**src/rtl/mem_port_arbiter_if.sv**
```systemverilog
// Bus bundle between the pipeline requesters (IF, MA), the memory port
// arbiter and the single-port memory. The arbiter connects through the
// slave modport; the environment (pipeline plus memory) uses master.
interface mem_port_arbiter_if #(
    parameter int ADDR_W = 32,
    parameter int DATA_W = 32
);
    // IF stage instruction read
    logic              if_req;
    logic [ADDR_W-1:0] if_addr;
    logic [DATA_W-1:0] if_rdata;
    logic              if_valid;
    logic              stall_if;
    // MA stage load/store
    logic              ma_req;
    logic              ma_we;
    logic [ADDR_W-1:0] ma_addr;
    logic [DATA_W-1:0] ma_wdata;
    logic [DATA_W-1:0] ma_rdata;
    logic              ma_valid;
    logic              stall_ma;
    // Memory side
    logic              mem_en;
    logic              mem_we;
    logic [ADDR_W-1:0] mem_addr;
    logic [DATA_W-1:0] mem_wdata;
    logic [DATA_W-1:0] mem_rdata;

    modport slave (
        input  if_req, if_addr, ma_req, ma_we, ma_addr, ma_wdata, mem_rdata,
        output if_rdata, if_valid, stall_if, ma_rdata, ma_valid, stall_ma,
               mem_en, mem_we, mem_addr, mem_wdata
    );

    modport master (
        output if_req, if_addr, ma_req, ma_we, ma_addr, ma_wdata, mem_rdata,
        input  if_rdata, if_valid, stall_if, ma_rdata, ma_valid, stall_ma,
               mem_en, mem_we, mem_addr, mem_wdata
    );
endinterface

```
**src/rtl/mem_port_arbiter.sv**
```systemverilog
// Arbitrates one fixed-latency single-port memory between instruction fetch
// (IF) and load/store (MA). Each access runs IDLE -> ISSUE -> WAIT -> DONE;
// read data is captured on the last WAIT edge and a one-cycle valid pulse is
// raised in DONE. MA has priority unless it won the previous access and IF
// is waiting, which alternates grants under contention.
module mem_port_arbiter #(
    parameter int ADDR_W      = 32,
    parameter int DATA_W      = 32,
    parameter int MEM_LATENCY = 2
) (
    input  logic                clk,
    input  logic                rst_n,
    mem_port_arbiter_if.slave   bus
);
    typedef enum logic [1:0] {
        ST_IDLE  = 2'd0,
        ST_ISSUE = 2'd1,
        ST_WAIT  = 2'd2,
        ST_DONE  = 2'd3
    } state_e;

    localparam logic       GNT_IF = 1'b0;
    localparam logic       GNT_MA = 1'b1;
    localparam logic [3:0] LAT    = MEM_LATENCY[3:0];

    state_e            state_q, state_d;
    logic [3:0]        cnt_q, cnt_d;
    logic              grant_q, grant_d;
    logic              last_grant_q, last_grant_d;
    logic              we_q, we_d;
    logic              mem_en_q, mem_en_d;
    logic              mem_we_q, mem_we_d;
    logic [ADDR_W-1:0] mem_addr_q, mem_addr_d;
    logic [DATA_W-1:0] mem_wdata_q, mem_wdata_d;
    logic [DATA_W-1:0] if_rdata_q, if_rdata_d;
    logic [DATA_W-1:0] ma_rdata_q, ma_rdata_d;
    logic              if_valid_q, if_valid_d;
    logic              ma_valid_q, ma_valid_d;
    logic              pick_ma_s;

    // MA wins unless it had the last grant and IF is also asking.
    always_comb begin
        pick_ma_s = bus.ma_req & ~((last_grant_q == GNT_MA) & bus.if_req);
    end

    // Next-state and registered-output computation for the access sequencer.
    always_comb begin
        state_d      = state_q;
        cnt_d        = cnt_q;
        grant_d      = grant_q;
        last_grant_d = last_grant_q;
        we_d         = we_q;
        mem_en_d     = 1'b0;
        mem_we_d     = 1'b0;
        mem_addr_d   = mem_addr_q;
        mem_wdata_d  = mem_wdata_q;
        if_rdata_d   = if_rdata_q;
        ma_rdata_d   = ma_rdata_q;
        if_valid_d   = 1'b0;
        ma_valid_d   = 1'b0;
        case (state_q)
            ST_IDLE: begin
                if (bus.if_req | bus.ma_req) begin
                    // Latch the winner's command; mem_addr/mem_wdata double as the latches.
                    grant_d     = pick_ma_s ? GNT_MA : GNT_IF;
                    we_d        = pick_ma_s & bus.ma_we;
                    mem_addr_d  = pick_ma_s ? bus.ma_addr : bus.if_addr;
                    mem_wdata_d = pick_ma_s ? bus.ma_wdata : mem_wdata_q;
                    mem_en_d    = 1'b1;
                    mem_we_d    = pick_ma_s & bus.ma_we;
                    state_d     = ST_ISSUE;
                end else begin
                    state_d = ST_IDLE;
                end
            end
            ST_ISSUE: begin
                cnt_d   = LAT;
                state_d = ST_WAIT;
            end
            ST_WAIT: begin
                cnt_d = cnt_q - 4'd1;
                // Final wait cycle: mem_rdata is valid now, capture it.
                if (cnt_q <= 4'd1) begin
                    state_d = ST_DONE;
                    if (grant_q == GNT_MA) begin
                        ma_valid_d = 1'b1;
                        if (!we_q) begin
                            ma_rdata_d = bus.mem_rdata;
                        end else begin
                            ma_rdata_d = ma_rdata_q;
                        end
                    end else begin
                        if_valid_d = 1'b1;
                        if_rdata_d = bus.mem_rdata;
                    end
                end else begin
                    state_d = ST_WAIT;
                end
            end
            ST_DONE: begin
                // Requests are deliberately not sampled here.
                last_grant_d = grant_q;
                state_d      = ST_IDLE;
            end
            default: begin
                state_d = ST_IDLE;
            end
        endcase
    end

    // State and output registers; reset abandons any in-flight access.
    always_ff @(posedge clk or negedge rst_n) begin
        if (!rst_n) begin
            state_q      <= ST_IDLE;
            cnt_q        <= 4'd0;
            grant_q      <= GNT_IF;
            last_grant_q <= GNT_IF;
            we_q         <= 1'b0;
            mem_en_q     <= 1'b0;
            mem_we_q     <= 1'b0;
            mem_addr_q   <= {ADDR_W{1'b0}};
            mem_wdata_q  <= {DATA_W{1'b0}};
            if_rdata_q   <= {DATA_W{1'b0}};
            ma_rdata_q   <= {DATA_W{1'b0}};
            if_valid_q   <= 1'b0;
            ma_valid_q   <= 1'b0;
        end else begin
            state_q      <= state_d;
            cnt_q        <= cnt_d;
            grant_q      <= grant_d;
            last_grant_q <= last_grant_d;
            we_q         <= we_d;
            mem_en_q     <= mem_en_d;
            mem_we_q     <= mem_we_d;
            mem_addr_q   <= mem_addr_d;
            mem_wdata_q  <= mem_wdata_d;
            if_rdata_q   <= if_rdata_d;
            ma_rdata_q   <= ma_rdata_d;
            if_valid_q   <= if_valid_d;
            ma_valid_q   <= ma_valid_d;
        end
    end

    assign bus.mem_en    = mem_en_q;
    assign bus.mem_we    = mem_we_q;
    assign bus.mem_addr  = mem_addr_q;
    assign bus.mem_wdata = mem_wdata_q;
    assign bus.if_rdata  = if_rdata_q;
    assign bus.ma_rdata  = ma_rdata_q;
    assign bus.if_valid  = if_valid_q;
    assign bus.ma_valid  = ma_valid_q;
    // Stalls stay combinational so the pipeline freezes in the request cycle.
    assign bus.stall_if  = bus.if_req & ~if_valid_q;
    assign bus.stall_ma  = bus.ma_req & ~ma_valid_q;
endmodule

```
**src/flat_wrapper.sv**
```systemverilog
// flat-port wrapper written by rule: the top's interface ports become plain ports
module mem_port_arbiter_flat 
#(
    parameter int ADDR_W      = 32,
    parameter int DATA_W      = 32,
    parameter int MEM_LATENCY = 2
)
  (clk, rst_n, bus_if_req, bus_if_addr, bus_ma_req, bus_ma_we, bus_ma_addr, bus_ma_wdata, bus_mem_rdata, bus_if_rdata, bus_if_valid, bus_stall_if, bus_ma_rdata, bus_ma_valid, bus_stall_ma, bus_mem_en, bus_mem_we, bus_mem_addr, bus_mem_wdata);
  mem_port_arbiter_if #(.ADDR_W(ADDR_W), .DATA_W(DATA_W)) bus_i ();
  input  logic clk;
  input  logic rst_n;
  input wire logic [$bits(bus_i.if_req)-1:0] bus_if_req;
  input wire logic [$bits(bus_i.if_addr)-1:0] bus_if_addr;
  input wire logic [$bits(bus_i.ma_req)-1:0] bus_ma_req;
  input wire logic [$bits(bus_i.ma_we)-1:0] bus_ma_we;
  input wire logic [$bits(bus_i.ma_addr)-1:0] bus_ma_addr;
  input wire logic [$bits(bus_i.ma_wdata)-1:0] bus_ma_wdata;
  input wire logic [$bits(bus_i.mem_rdata)-1:0] bus_mem_rdata;
  output wire logic [$bits(bus_i.if_rdata)-1:0] bus_if_rdata;
  output wire logic [$bits(bus_i.if_valid)-1:0] bus_if_valid;
  output wire logic [$bits(bus_i.stall_if)-1:0] bus_stall_if;
  output wire logic [$bits(bus_i.ma_rdata)-1:0] bus_ma_rdata;
  output wire logic [$bits(bus_i.ma_valid)-1:0] bus_ma_valid;
  output wire logic [$bits(bus_i.stall_ma)-1:0] bus_stall_ma;
  output wire logic [$bits(bus_i.mem_en)-1:0] bus_mem_en;
  output wire logic [$bits(bus_i.mem_we)-1:0] bus_mem_we;
  output wire logic [$bits(bus_i.mem_addr)-1:0] bus_mem_addr;
  output wire logic [$bits(bus_i.mem_wdata)-1:0] bus_mem_wdata;
  assign bus_i.if_req = bus_if_req;
  assign bus_i.if_addr = bus_if_addr;
  assign bus_i.ma_req = bus_ma_req;
  assign bus_i.ma_we = bus_ma_we;
  assign bus_i.ma_addr = bus_ma_addr;
  assign bus_i.ma_wdata = bus_ma_wdata;
  assign bus_i.mem_rdata = bus_mem_rdata;
  assign bus_if_rdata = bus_i.if_rdata;
  assign bus_if_valid = bus_i.if_valid;
  assign bus_stall_if = bus_i.stall_if;
  assign bus_ma_rdata = bus_i.ma_rdata;
  assign bus_ma_valid = bus_i.ma_valid;
  assign bus_stall_ma = bus_i.stall_ma;
  assign bus_mem_en = bus_i.mem_en;
  assign bus_mem_we = bus_i.mem_we;
  assign bus_mem_addr = bus_i.mem_addr;
  assign bus_mem_wdata = bus_i.mem_wdata;
  mem_port_arbiter #(.ADDR_W(ADDR_W), .DATA_W(DATA_W), .MEM_LATENCY(MEM_LATENCY)) u_core (.clk(clk), .rst_n(rst_n), .bus(bus_i));
endmodule
```
**config.mk**
```make
export PLATFORM = sky130hd
export DESIGN_NAME = mem_port_arbiter_flat
export DESIGN_NICKNAME = d
export VERILOG_FILES = /design/src/rtl/mem_port_arbiter_if.sv /design/src/rtl/mem_port_arbiter.sv /design/src/flat_wrapper.sv
export SDC_FILE = /design/constraint.sdc
export NUM_CORES = 1
export LEC_CHECK = 0
export CORE_MARGIN = 2
export CORE_UTILIZATION = 45
export DETAILED_ROUTE_END_ITERATION = 12
export PLACE_DENSITY_LB_ADDON = 0.08
export RECOVER_POWER = 100
export SLEW_MARGIN = 5
export SYNTH_ARGS = -nofsm -noshare
export SYNTH_HDL_FRONTEND = slang
export SYNTH_SLANG_ARGS = --single-unit
```
**constraint.sdc**
```tcl
create_clock -name clk -period 4.2 [get_ports clk]
set_input_delay 0.84 -clock clk [delete_from_list [all_inputs] [get_ports clk]]
set_output_delay 0.84 -clock clk [all_outputs]
set_load 0.02 [all_outputs]
```
==> impl_results.md <==
* Per-cell routed wire length at ~17 µm
* Post-synthesis sequential area ratio at 0.6125
* WP data arrival at 2.36 ns
* Post-DP HPWL at 10.79 mm
* Reg clk slew, reported paths at about 0.050 ns
* Synthesis-to-layout area growth at 55.84%
* Worst-Skew Late Latency at 0.41 ns
* Largest net degree at the start of global routing at about 120
* Routed vias/inst at 4.855
* IO buf count at 266
* DRT Pass-1 Iters at 4
* Leak Pwr at 3.861 nW
* Asr flop ratio synth at 1.000
* Yosys reg bits at between 100 and 150
* Setup TNS at 0 ns
* Area contributors post-synth: dfrtp_1 61%, mux2_2 13%, mux2_4 7.8%
* H-tree Lvls at 4
* Setup Skew at approximately 0.0054 ns
* Design Area, Final at 8977 µm²
* First-pass GRT wire length at 23.02 mm
* Post-cts hold buffer count at 0
* Slew HR at -0.9242
* Setup bufs post-CTS at 0
* Mapped Area at ~5800 µm²
* I/O pin cnt at 267
* Final net count at 836
* Layout cell share with drive strength beyond 1 at 0.1437
* Placed insts at 850
* Most common cell in the netlist: dfrtp_1
* DR vias at 4282
* Max_cap viols at 3
* Ys Warns at 0
* Hold Violations, Final at 0
* Crit Path Category: input port to output pin
* Fill count at 966
* Critical Path RT at 3.36 ns
* # rows at 41
* Worst setup SP type: input port
* PD cells at 791.4 nW/µm²
* Non-Filler Instances at 882
* Synth top area share at 0.6125
* Avg Cell Area, Syn at about 13 µm²
* CTS Buffer Depth at 2
* Period utilization at 0.7615
* Violated checks: max-capacitance violations, max-slew violations
* CP Max Fanout at 5
* Detail Route Antenna Nets at 0
* Worst vdd ir at 406.7 µV
* TritonCTS clock tree: yes
* Resized cells post-CTS at 0
* RePlAce Congestion at 0.7861
* Clock Tree Root: clkbuf_16
* Die area at 13720 µm²
* Dpl cell area at 8519 µm²
* Tightest Pin Transition at 2.886 ns
* Post-synth EDFFs at 0
* Core area at between 10000 and 15000 µm²
* Final Critical Period at 3.198 ns
* Count of cell types in the netlist at 29
* Final setup viols at 0
* Synthesized instance count at 431
* Initial Util at 0.4583
* Power Total at 7.105 mW
* Post-layout util at 0.7143
* Total grt overflow at 0
* DR iter-0 viols at 217
* Fmax at 0.3127 GHz
* Die Wd at 117.1 µm
* Worst setup EP type: output pin
* Num CTS Buffers at 17
* Dominant cell type by area after synthesis: dfrtp_1
* Min-delay worst type: register to register
* GRT Util Overall at 0.2230
* Vias in the first global route at 4489
* Final WL at 14.78 mm
* Slew Viols, Final at 220
* # clock sinks at 141
* Die span in y at 117.1 µm
* Synth cell count leaders: 141 x dfrtp_1, 67 x nand2_1, 65 x mux2_2
* Residual DRC count at 0
* Mapped Nets at between 500 and 600
* Number of antenna diodes at 0
* Antenna violations before repair at 0
* Ys flop type: dfrtp_1
* Status: finished with violations
* RSZ-0062 raised after global routing: false
state kept, by name, indices dropped and copies added, names as in the netlist, 2 cells and up:
signal	flops
u_core.bus.if_rdata	32
u_core.bus.ma_rdata	32
u_core.bus.mem_addr	32
u_core.bus.mem_wdata	32
u_core.cnt_q	4
u_core.state_q	2
routing by layer:
layer	wire (µm)	GRT usage	up-vias
met5	0	0	-
met4	478	0.1027	0
met3	1122	0.07106	37
met2	7488	0.3755	179
met1	5693	0.2606	2046
li1	-	-	2020
cells in the final DEF (no fill, tap or decap), types with 8 or more instances in the layout:
| cell | Yosys | final |
|---|---|---|
| dlygate4sd3_1 | 0 | 135 |
| inv_1 | 8 | 8 |
| nand2_1 | 67 | 68 |
| clkbuf_16 | 0 | 17 |
| mux2_1 | 2 | 31 |
| dfrtp_1 | 141 | 141 |
| nor2_1 | 34 | 34 |
| a31oi_1 | 33 | 33 |
| clkdlybuf4s50_1 | 0 | 130 |
| mux2_2 | 65 | 64 |
final cells by class:
type	instances	area [µm²]	share of cell area
clock buffers	26	519.2	0.05784
clock inverters	6	80.08	0.008920
inverters	8	30.03	0.003345
multi-input cells	260	1928	0.2148
flip-flops and latches	141	3528	0.3930
well taps	172	215.2	0.02397
repair buffers	269	2676	0.2981
metrics by stage:
step	setup slack, ns	hold WS (ns)
2_1_floorplan	2.193	0.4591
3_3_place_gp	1.117	0.4772
3_5_place_dp	1.103	0.4845
4_1_cts	1.119	0.4968
5_1_grt	0.5569	0.5026
6_report	1.002	0.4807
power breakdown:
group | switching [mW] | internal [mW] | total (mW) | leakage, nW
Combinational | 1.71 | 1.54 | 3.25 | 1.91
Sequential | 0.325 | 2.05 | 2.37 | 1.65
Clock | 0.522 | 0.965 | 1.49 | 0.300
cells by family after synthesis:
logic type      count (synthesis)  synth area share
buf+inv                        30           0.03019
compound gates                 44           0.05104
flops                         141            0.6125
fa+ha+maj                       6           0.01303
mux                            98            0.2109
simple gates                  112           0.08232
worst max-delay path, cell delays in order:
cell and delay [ns]:
dlygate4sd3_1 0.66, nor2b_1 0.15, dlygate4sd3_1 0.70
worst paths after layout:
path	from	to	slack, ns	cells past startpoint
max	bus_if_req	bus_stall_if	1.00	3
min	u_core.bus.ma_rdata[8]	u_core.bus.ma_rdata[8]	0.48	1
max reg2reg	u_core.state_q[0]	u_core.bus.if_rdata[4]	1.14	5
min reg2reg	u_core.bus.ma_rdata[8]	u_core.bus.ma_rdata[8]	0.48	1
max in group asynchronous	rst_n	u_core.bus.mem_addr[9]	1.17	1
min in group asynchronous	rst_n	u_core.bus.if_rdata[9]	1.32	1
Note: power is estimated with default switching activity, not from simulation.
